$ cat src/rtl/telemetry_pkg.sv
// Shared constants and types for the telemetry frame scheduler.
// The checksum byte is compiled in only when TELEM_CHECKSUM_EN is defined.
package telemetry_pkg;
  localparam logic [7:0] HDR_BYTE       = 8'hA5;
  localparam int         FRAME_LEN      = 29;
  localparam int         FRAME_LEN_CSUM = 30;
  localparam int         IDX_W          = 5;
  localparam int         NUM_CH         = 8;
  localparam int         FREQ_W         = 24;
  // Index of the last snapshot byte (tem LSB); the checksum, if built, follows it.
  localparam logic [IDX_W-1:0] LAST_DATA_IDX = IDX_W'(FRAME_LEN - 1);

  typedef enum logic [1:0] {ST_IDLE, ST_SEND, ST_CSUM} state_t;
endpackage

$ cat src/rtl/telem_byte_sel.sv
// Combinational byte mux: frame index -> byte from the captured snapshot.
// Index 0 and out-of-range indices yield the header byte.
module telem_byte_sel
  import telemetry_pkg::*;
(
  input  logic [IDX_W-1:0]              i_idx,
  input  logic [NUM_CH-1:0][FREQ_W-1:0] i_freq,
  input  logic [15:0]                   i_hum,
  input  logic [15:0]                   i_tem,
  output logic [7:0]                    o_byte
);
  always_comb begin
    o_byte = HDR_BYTE;
    for (int c = 0; c < NUM_CH; c++)
      for (int b = 0; b < 3; b++)
        if (i_idx == IDX_W'(1 + 3*c + b)) o_byte = i_freq[c][FREQ_W-1-8*b -: 8];
    case (i_idx)
      IDX_W'(25): o_byte = i_hum[15:8];
      IDX_W'(26): o_byte = i_hum[7:0];
      IDX_W'(27): o_byte = i_tem[15:8];
      IDX_W'(28): o_byte = i_tem[7:0];
      default: ;
    endcase
  end
endmodule

$ cat src/rtl/telemetry_scheduler.sv
// Periodic / forced telemetry frame scheduler feeding a UART byte stream.
// Define TELEM_CHECKSUM_EN to append a mod-256 checksum byte (30-byte frame).
module telemetry_scheduler
  import telemetry_pkg::*;
#(
  parameter logic [31:0] PERIOD_CYCLES = 32'd50000000
) (
  input  logic        clk_clk,
  input  logic        reset_reset,
  input  logic [23:0] freq_0_export,
  input  logic [23:0] freq_1_export,
  input  logic [23:0] freq_2_export,
  input  logic [23:0] freq_3_export,
  input  logic [23:0] freq_4_export,
  input  logic [23:0] freq_5_export,
  input  logic [23:0] freq_6_export,
  input  logic [23:0] freq_7_export,
  input  logic [15:0] hum_export,
  input  logic [15:0] tem_export,
  input  logic        force_i,
  output logic [7:0]  tx_data_o,
  output logic        tx_valid_o,
  input  logic        tx_ready_i,
  output logic        busy_o,
  output logic [15:0] frame_cnt_o,
  output logic [7:0]  overrun_cnt_o
);
  state_t                        r_state;
  logic [31:0]                   r_cnt;
  logic [IDX_W-1:0]              r_idx;
  logic [NUM_CH-1:0][FREQ_W-1:0] r_freq;
  logic [15:0]                   r_hum, r_tem;
  logic [7:0]                    r_data;
  logic                          r_valid;
  logic [15:0]                   r_frames;
  logic [7:0]                    r_ovr;
`ifdef TELEM_CHECKSUM_EN
  logic [7:0]                    r_csum;
`endif

  logic                          w_tick, w_trig, w_xfer, w_last;
  logic [IDX_W-1:0]              w_idx_nxt;
  logic [7:0]                    w_byte_nxt;
  logic [NUM_CH-1:0][FREQ_W-1:0] w_freq_in;

  assign w_freq_in = {freq_7_export, freq_6_export, freq_5_export, freq_4_export,
                      freq_3_export, freq_2_export, freq_1_export, freq_0_export};
  assign w_tick    = (r_cnt == PERIOD_CYCLES - 32'd1);
  assign w_trig    = w_tick | force_i;
  assign w_xfer    = r_valid & tx_ready_i;
  assign w_last    = (r_idx == LAST_DATA_IDX);
  assign w_idx_nxt = r_idx + IDX_W'(1);

  // Next byte is looked up ahead so tx_data_o stays a plain register.
  telem_byte_sel u_sel (
    .i_idx  (w_idx_nxt),
    .i_freq (r_freq),
    .i_hum  (r_hum),
    .i_tem  (r_tem),
    .o_byte (w_byte_nxt)
  );

  always_ff @(posedge clk_clk) begin
    if (reset_reset)  r_cnt <= '0;
    else if (w_tick)  r_cnt <= '0;
    else              r_cnt <= r_cnt + 32'd1;
  end

  always_ff @(posedge clk_clk) begin
    if (r_state == ST_IDLE && w_trig) begin
      r_freq <= w_freq_in;
      r_hum  <= hum_export;
      r_tem  <= tem_export;
    end
  end

  always_ff @(posedge clk_clk) begin
    if (reset_reset) begin
      r_state  <= ST_IDLE;
      r_idx    <= '0;
      r_data   <= '0;
      r_valid  <= 1'b0;
      r_frames <= '0;
      r_ovr    <= '0;
`ifdef TELEM_CHECKSUM_EN
      r_csum   <= '0;
`endif
    end else begin
      if (w_trig && r_state != ST_IDLE && r_ovr != 8'hFF) r_ovr <= r_ovr + 8'd1;
      case (r_state)
        ST_IDLE: if (w_trig) begin
          r_state <= ST_SEND;
          r_idx   <= '0;
          r_data  <= HDR_BYTE;
          r_valid <= 1'b1;
`ifdef TELEM_CHECKSUM_EN
          r_csum  <= '0;
`endif
        end
        ST_SEND: if (w_xfer) begin
`ifdef TELEM_CHECKSUM_EN
          if (r_idx != '0) r_csum <= r_csum + r_data;
`endif
          if (w_last) begin
`ifdef TELEM_CHECKSUM_EN
            r_state <= ST_CSUM;
            r_data  <= r_csum + r_data;
`else
            r_state  <= ST_IDLE;
            r_valid  <= 1'b0;
            r_frames <= r_frames + 16'd1;
`endif
          end else begin
            r_idx  <= w_idx_nxt;
            r_data <= w_byte_nxt;
          end
        end
`ifdef TELEM_CHECKSUM_EN
        ST_CSUM: if (w_xfer) begin
          r_state  <= ST_IDLE;
          r_valid  <= 1'b0;
          r_frames <= r_frames + 16'd1;
        end
`endif
        default: r_state <= ST_IDLE;
      endcase
    end
  end

  assign tx_data_o     = r_data;
  assign tx_valid_o    = r_valid;
  assign busy_o        = (r_state != ST_IDLE);
  assign frame_cnt_o   = r_frames;
  assign overrun_cnt_o = r_ovr;
endmodule

$ cat config.mk
export PLATFORM = sky130hd
export DESIGN_NAME = telemetry_scheduler
export DESIGN_NICKNAME = d
export VERILOG_FILES = /design/src/rtl/telemetry_pkg.sv /design/src/rtl/telem_byte_sel.sv /design/src/rtl/telemetry_scheduler.sv
export SDC_FILE = /design/constraint.sdc
export NUM_CORES = 1
export LEC_CHECK = 0
export BUFFER_PORTS_ARGS = -buffer_cell sky130_fd_sc_hd__buf_2
export CAP_MARGIN = 5
export CORE_MARGIN = 10
export CORE_UTILIZATION = 35
export CTS_BUF_LIST = sky130_fd_sc_hd__clkbuf_8
export CTS_CLUSTER_SIZE = 10
export DETAILED_ROUTE_END_ITERATION = 6
export GPL_ROUTABILITY_DRIVEN = 0
export PLACE_DENSITY = 0.56
export RECOVER_POWER = 50
export SLEW_MARGIN = 20
export SYNTH_ARGS = -nofsm -noshare
export SYNTH_HDL_FRONTEND = slang
export SYNTH_HIERARCHICAL = 1
export SYNTH_SLANG_ARGS = --single-unit
$ cat constraint.sdc
create_clock -name clk_clk -period 23.7 [get_ports clk_clk]
set_input_delay 2.37 -clock clk_clk [delete_from_list [all_inputs] [get_ports clk_clk]]
set_output_delay 2.37 -clock clk_clk [all_outputs]
set_load 0.02 [all_outputs]
==> results of run 1 <==
==> critical path, stage by stage <==
cell and delay, ns:
buf_2 0.09, o21ba_1 0.30, nor2_4 0.13, buf_4 0.73
buf_4 0.87, buf_4 0.89
==> sequential cells by signal (all words and copies together) (netlist names) <==
signal,flops
r_hum,16
tx_data_o,8
r_freq,192
overrun_cnt_o,8
r_cnt,32
frame_cnt_o,16
r_idx,5
tx_valid_o,1
r_tem,16
==> cell type report <==
type / count / area [um2] / share of cell area
Inverter: 17 / 63.8 / 0.00425
Multi-Input combinational cell: 613 / 3920 / 0.261
Tap cell: 455 / 569 / 0.0379
Timing Repair Buffer: 273 / 1310 / 0.0870
Sequential cell: 294 / 8130 / 0.541
Clock buffer: 52 / 716 / 0.0476
Clock inverter: 42 / 315 / 0.0210
==> Yosys cell counts, drive strengths merged, types with 17 or more instances <==
library cell  count
a21oi            48
buf              33
clkbuf           17
dfxtp            70
edfxtp          224
nand2            55
nand3            31
nand4            24
nor2            109
nor2b            18
nor3             20
o21ai            36
xnor2            21
xor2             26
==> routing by layer <==
metal	track usage	vias to the layer above
met5	0	-
met4	0.0526	4
met3	0.0459	65
met2	0.270	378
met1	0.225	4345
li1	-	4266
==> worst paths after layout <==
check	startpoint	end	slack [ns]	cells after the start
worst max-delay path	force_i	r_freq[152]$_DFFE_PP_	18.42	6
worst min-delay path	tx_data_o[6]$_SDFFE_PP0P_	tx_data_o[6]$_SDFFE_PP0P_	0.45	2
worst max register to register	r_cnt[19]$_SDFF_PP0_	r_freq[152]$_DFFE_PP_	18.93	7
worst min register to register	tx_data_o[6]$_SDFFE_PP0P_	tx_data_o[6]$_SDFFE_PP0P_	0.45	2
==> metrics by stage <==
stage / utilization / worst slack [ns] / total power, uW / area [um2] / instances
3_5_place_dp: 0.406 / 17.81 / 667 / 14100 / 1652
2_1_floorplan: - / 10.91 / 636 / 12400 / 974
4_1_cts: 0.435 / 18.43 / 1140 / 15100 / 1746
3_3_place_gp: 0.406 / 17.83 / 666 / 14100 / 1652
5_1_grt: 0.433 / 18.18 / 1170 / 15000 / 1746
6_report: 0.433 / 18.42 / 1120 / 15000 / 1746
==> layout by cell type (no fill, tap or decap), types with 13 or more instances in the layout <==
master	n
nand3_1	31
inv_1	32
nor4_1	13
dfxtp_1	70
xor2_1	25
nor2_1	106
a21oi_1	48
nor2b_1	17
xnor2_1	19
clkbuf_1	68
nand2_1	54
edfxtp_1	224
nand4_1	24
nor3_1	18
buf_2	193
mux2_2	13
o21ai_0	34
o22ai_1	15
clkbuf_8	52
nand2b_1	15
==> logic make-up after synthesis <==
logic type	after synthesis	synth area share
buf+inv	67	0.0280
mux	30	0.0307
compound gates	195	0.106
fa+ha+maj	5	0.00506
flops	294	0.658
simple gates	336	0.139
xor+xnor	47	0.0333
==> power by group through the flow <==
stage               combinational [uW]  sequential [uW]  clock [uW]
finish                            63.4              591         469
global route                      68.9              593         506
CTS                               65.5              591         483
detailed placement                65.3              601           0
global placement                  65.1              601           0
floorplan                         29.1              607           0
==> summary.md, run 1 <==
| Metric | Value |
|---|---|
| CP Max Fanout | `78` |
| Worst Hold Slack | `0.449 ns` |
| Fill cells | `3,330` |
| Asr flop ratio synth | `0` |
| PwrDens | `74.7 mW/mm2` |
| Row count | `68` |
| Status | `finished, violations left` |
| Ports | `262` |
| Clock Sinks | `294` |
| Final max-slew violation count | `39` |
| Layout cells sized above 1 | `0.238` |
| Final critical-path share of the clock period | `0.223` |
| #FFs+latches synth | `294` |
| Sw Pwr | `256 uW` |
| CTS Buf Count | `51` |
| Number of setup buffers added after CTS | `0` |
| All-layer global routing usage | `0.171` |
| Crit Path Class | `input port to flip-flop` |
| Crit path launch type | `input port` |
| Fin. Hold Viols | `0` |
| Leak | `0.00549 uW` |
| Area growth from synthesis to layout | `21.6%` |
| Leading area contributor after synthesis | `edfxtp_1` |
| Worst EP required | `23.90 ns` |
| Clk pwr share | `0.418` |
| Full die area | `0.0432 mm2` |
| Largest net degree at the start of global routing | `79` |
| Worst slew margin relative to its limit | `-0.112` |
| Endpoints failing setup | `0` |
| RSZ-0062 raised after global routing | `no` |
| PortBufs | `261` |
| Vias | `9,058` |
| Hold Path Class | `flip-flop to flip-flop` |
| Seq pwr share | `0.526` |
| DRT antenna net count | `0` |
| Global route total overflow | `0` |
| Area share of the largest cell type after synthesis | `0.545` |
| Net Sw Frac | `0.228` |
| First-pass GRT wire length | `57,200 um` |
| Highest metal used | `met5` |
| Post-Syn Instances | `974` |
| Yosys warnings | `6` |
| Synth unique cells | `78` |
| Post-route DRC | `0` |
| Vias/cell | `5.19` |
| Failing checks | `capacitance limit, slew limit` |
| Initial Util | `0.356` |
| CP Capture Type | `flip-flop` |
| Pint | `867 uW` |
| CTS tree | `done` |
| Die extent in x | `208 um` |
| Max-Cap Viols | `1` |
| Avg WL per Cell | `22.2 um` |
| Met3 Wirelength | `2990 um` |
| Logic gate share of total power | `0.056` |
| Core ar. | `0.0347 mm2` |
| Pre-antenna DRT Iters | `5` |
| Sequential area share after synthesis | `0.658` |
| DP HPWL | `27,700 um` |
| CTS Hold Bufs | `0` |
| Synth Area per Inst | `12.7 um2` |
| Syn_nets | `1,207` |
| Routed met2 length | `17,900 um` |
| Post_cts resized | `0` |
| Critical path arrival | `5.47 ns` |
| Worst-Margin Slew | `1.67 ns` |
| Post-layout min period | `5.28 ns` |
| Number of global-route vias before repair | `9,428` |
| F_max | `190 MHz` |
| Total wire length | `38,800 um` |
| # nets final | `1,483` |
| Root Driver | `clkbuf_8` |
| Die Y-Extent | `208 um` |
| Iter 0 DRT Violations | `659` |
| Synthesized area | `0.0124 mm2` |
| Worst vdd ir | `0.0539 mV` |
| H-tree depth | `2` |
| Clk_lat worst skew | `0.61 ns` |
| Clock Path Buffers | `3` |
| Met1 wire length | `17,000 um` |
| Ys flop type | `edfxtp_1` |
| EDFF count, synth | `224` |
| Number of antenna repair diodes | `0` |
| Layout Skew | `0.0337 ns` |
| Initial antenna violation count | `4` |
| Post-route setup TNS | `0 ns` |
| Worst-path clk slew | `0.05 ns` |
| Area contributors post-synth | `edfxtp_1 (54%), dfxtp_1 (11%), nor2_1 (3.3%)` |
Note: power is estimated with default switching activity, not from simulation.
==> run 2, diff against run 1 <==
--- a/config.mk
+++ b/config.mk
@@ -13,7 +13,7 @@
 export CTS_CLUSTER_SIZE = 10
 export DETAILED_ROUTE_END_ITERATION = 6
 export GPL_ROUTABILITY_DRIVEN = 0
-export PLACE_DENSITY = 0.56
+export PLACE_DENSITY = 0.58
 export RECOVER_POWER = 50
 export SLEW_MARGIN = 20
 export SYNTH_ARGS = -nofsm -noshare
==> constraint.sdc (replaced) <==
create_clock -name clk_clk -period 4.7 [get_ports clk_clk]
set_input_delay 0.47 -clock clk_clk [delete_from_list [all_inputs] [get_ports clk_clk]]
set_output_delay 0.47 -clock clk_clk [all_outputs]
set_load 0.02 [all_outputs]
==> run 2 against run 1 <==
  * The flow now finishes without violations
  * Worst setup slack worse by 18 ns
  * Hold slack worse by 0.40 ns
  * Count of clock-buffer cells in the layout is 1 higher
  * Final area is 0.82% lower
  * Wire length is 3.1% higher
  * Clock power grew to 4.4 times the previous value
  * Largest power group unchanged
  * Highest routed layer is now met4
==> summary.md, run 2 (synthesized netlist as in run 1, its figures left out) <==
| Metric | Value |
|---|---|
| Status | `complete, no violations` |
| Buf/Inv on CP | `2 (-2)` |
| Crit Path Class | `flip-flop to flip-flop` |
| Worst path max stage delay | `0.77 ns (-0.12 ns)` |
| R2R cell count | `11 (+4)` |
| Levels on crit path | `11 (+5)` |
| Die extent in x | `208 um (unchanged)` |
| Endpoints failing setup | `0 (unchanged)` |
| Crit-path cells | `inv_1 -> ha_2 -> inv_1 -> a2bb2oi_1 -> a2111oi_0 -> nor4_1 -> a22oi_1 -> a21oi_1 -> nor2_1 -> nor2_1 -> o21a_1` |
| CTS Buf Count | `49 (-3.9%)` |
| CTS tree | `done` |
| RSZ-0062 raised after global routing | `no` |
| Root Driver | `clkbuf_8` |
| Worst-path clk slew | `0.06 ns (about the same)` |
| Hold Path End | `r_tem[11]$_DFFE_PP_` |
| Row count | `68 (unchanged)` |
| First-pass GRT wire length | `58,600 um (+2.6%)` |
| DP HPWL | `29,600 um (+6.7%)` |
| # nets final | `1,483 (unchanged)` |
| Area growth from synthesis to layout | `20.6%` |
| Core ar. | `0.0347 mm2 (unchanged)` |
| Hold depth | `1 (-1)` |
| Total wire length | `40,000 um (+3.1%)` |
| Die Y-Extent | `208 um (unchanged)` |
| Initial Util | `0.356 (unchanged)` |
| Avg WL per Cell | `22.9 um (+3.0%)` |
| Max FFs per register | `192 (unchanged)` |
| Final Util | `0.429 (-0.00353)` |
| Crit path launch type | `flip-flop` |
| Vias/cell | `5.29 (+2.0%)` |
| CP Capture Type | `flip-flop` |
| Final critical-path share of the clock period | `0.896` |
| CP Max Fanout | `33 (-58%)` |
| Worst slew margin relative to its limit | `0.323 (+0.435)` |
| PortBufs | `261 (unchanged)` |
| Hold Path Class | `input port to flip-flop` |
| PwrDens | `362 mW/mm2 (+380%)` |
| Post-layout min period | `4.21 ns` |
| R2r endpoint | `tx_data_o[2]$_SDFFE_PP0P_` |
| Critical path arrival | `4.68 ns (-0.79 ns)` |
| DRT antenna net count | `0 (unchanged)` |
| All-layer global routing usage | `0.176 (+0.00474)` |
| Most frequent cells in the layout | `edfxtp_1 (224), buf_2 (165), nor2_1 (106), clkbuf_1 (96), dfxtp_1 (67)` |
| R2R Setup Slk | `0.49 ns (-18.44 ns)` |
| Layout cells sized above 1 | `0.220 (-0.0176)` |
| Fin. Hold Viols | `0 (unchanged)` |
| F_max | `237 MHz` |
| Iter 0 DRT Violations | `948 (+44%)` |
| Worst r2r src | `r_idx[0]$_SDFFE_PP0P_` |
| DP Area | `0.0141 mm2 (+0.41%)` |
| Hold_sp | `tem_export[11]` |
| Ports | `262 (unchanged)` |
| Vias | `9,250 (+2.1%)` |
| Final max-slew violation count | `0 (-100%)` |
| Largest net degree at the start of global routing | `146 (+85%)` |
| Max-Cap Viols | `0 (-1)` |
| Clock Path Buffers | `3 (unchanged)` |
| Biggest regs | `r_freq x192, r_cnt x32` |
| Biggest register | `r_freq` |
| Clk_lat worst skew | `0.59 ns (-0.02 ns)` |
| Layout Skew | `0.0263 ns (-0.00745 ns)` |
| Slack of the critical path | `0.488 ns (-17.94 ns)` |
| Clock Sinks | `294 (unchanged)` |
| Top delay family on crit path | `compound AO/OA/AOI/OAI gates` |
| CTS Hold Bufs | `0 (unchanged)` |
| Initial antenna violation count | `1 (-3)` |
| Leading cell type in the layout, fill and taps excluded | `edfxtp_1` |
| Number of setup buffers added after CTS | `0 (unchanged)` |
| Worst vdd ir | `0.188 mV (+250%)` |
| Post-route setup TNS | `0 ns (unchanged)` |
| Worst EP required | `5.17 ns (-18.73 ns)` |
| Leak | `0.00530 uW (-3.4%)` |
| Number of global-route vias before repair | `9,489 (+0.65%)` |
| Post_cts resized | `0 (unchanged)` |
| CP max stage cell | `ha_2` |
| Pre-antenna DRT Iters | `5 (unchanged)` |
| Place WS | `1.00 ns (-16.81 ns)` |
| Fin area | `0.0149 mm2 (-0.82%)` |
| Full die area | `0.0432 mm2 (unchanged)` |
| Post-route DRC | `0 (unchanged)` |
| Worst-Margin Slew | `1.02 ns (-0.652 ns)` |
| Global route total overflow | `0 (unchanged)` |
| H-tree depth | `2 (unchanged)` |
## run 2: final cells by class
type	count	area, um2
flip-flops and latches	294	8130
multi-input cells	613	3930
repair buffers	275	1300
inverters	17	63.8
clock buffers	53	729
diodes	3	7.51
fillers	3389	19800
clock inverters	38	169
well taps	455	569
## run 2: worst max path at each step
stage                                     start                   endpoint
after floorplan            r_cnt[20]$_SDFF_PP0_        r_freq[0]$_DFFE_PP_
after global placement    r_idx[0]$_SDFFE_PP0P_  tx_data_o[2]$_SDFFE_PP0P_
after detailed placement  r_idx[0]$_SDFFE_PP0P_  tx_data_o[2]$_SDFFE_PP0P_
after CTS                 r_idx[0]$_SDFFE_PP0P_  tx_data_o[2]$_SDFFE_PP0P_
after global routing      r_idx[0]$_SDFFE_PP0P_  tx_data_o[2]$_SDFFE_PP0P_
final                     r_idx[0]$_SDFFE_PP0P_  tx_data_o[2]$_SDFFE_PP0P_
## run 2: through the flow
| stage | total power (uW) | hold slack [ns] | instances |
|---|---|---|---|
| floorplan | 3180 | 0.420 | 974 |
| global placement | 3380 | 0.429 | 1654 |
| detailed placement | 3380 | 0.449 | 1654 |
| CTS | 5480 | 0.0158 | 1745 |
| global route | 5620 | 0.0228 | 1746 |
| finish | 5390 | 0.0508 | 1748 |
## run 2: per-layer routing
metal  GRT usage  part of all wire  routed length (um)  vias to the layer above
li1            -                 -                   -                     4261
met1       0.226              0.42               16800                     4420
met2       0.276              0.46               18300                      471
met3      0.0496             0.090                3610                       98
met4      0.0680             0.033                1300                        0
met5           0                 0                   0                        -
## run 2: where the power goes
group          switching (uW)  internal, uW  leakage (uW)  total, uW
clock                    1030          1050      0.000519       2070
sequential               58.0          2940       0.00270       3000
combinational             199           121       0.00208        320
total                    1280          4110       0.00530       5390
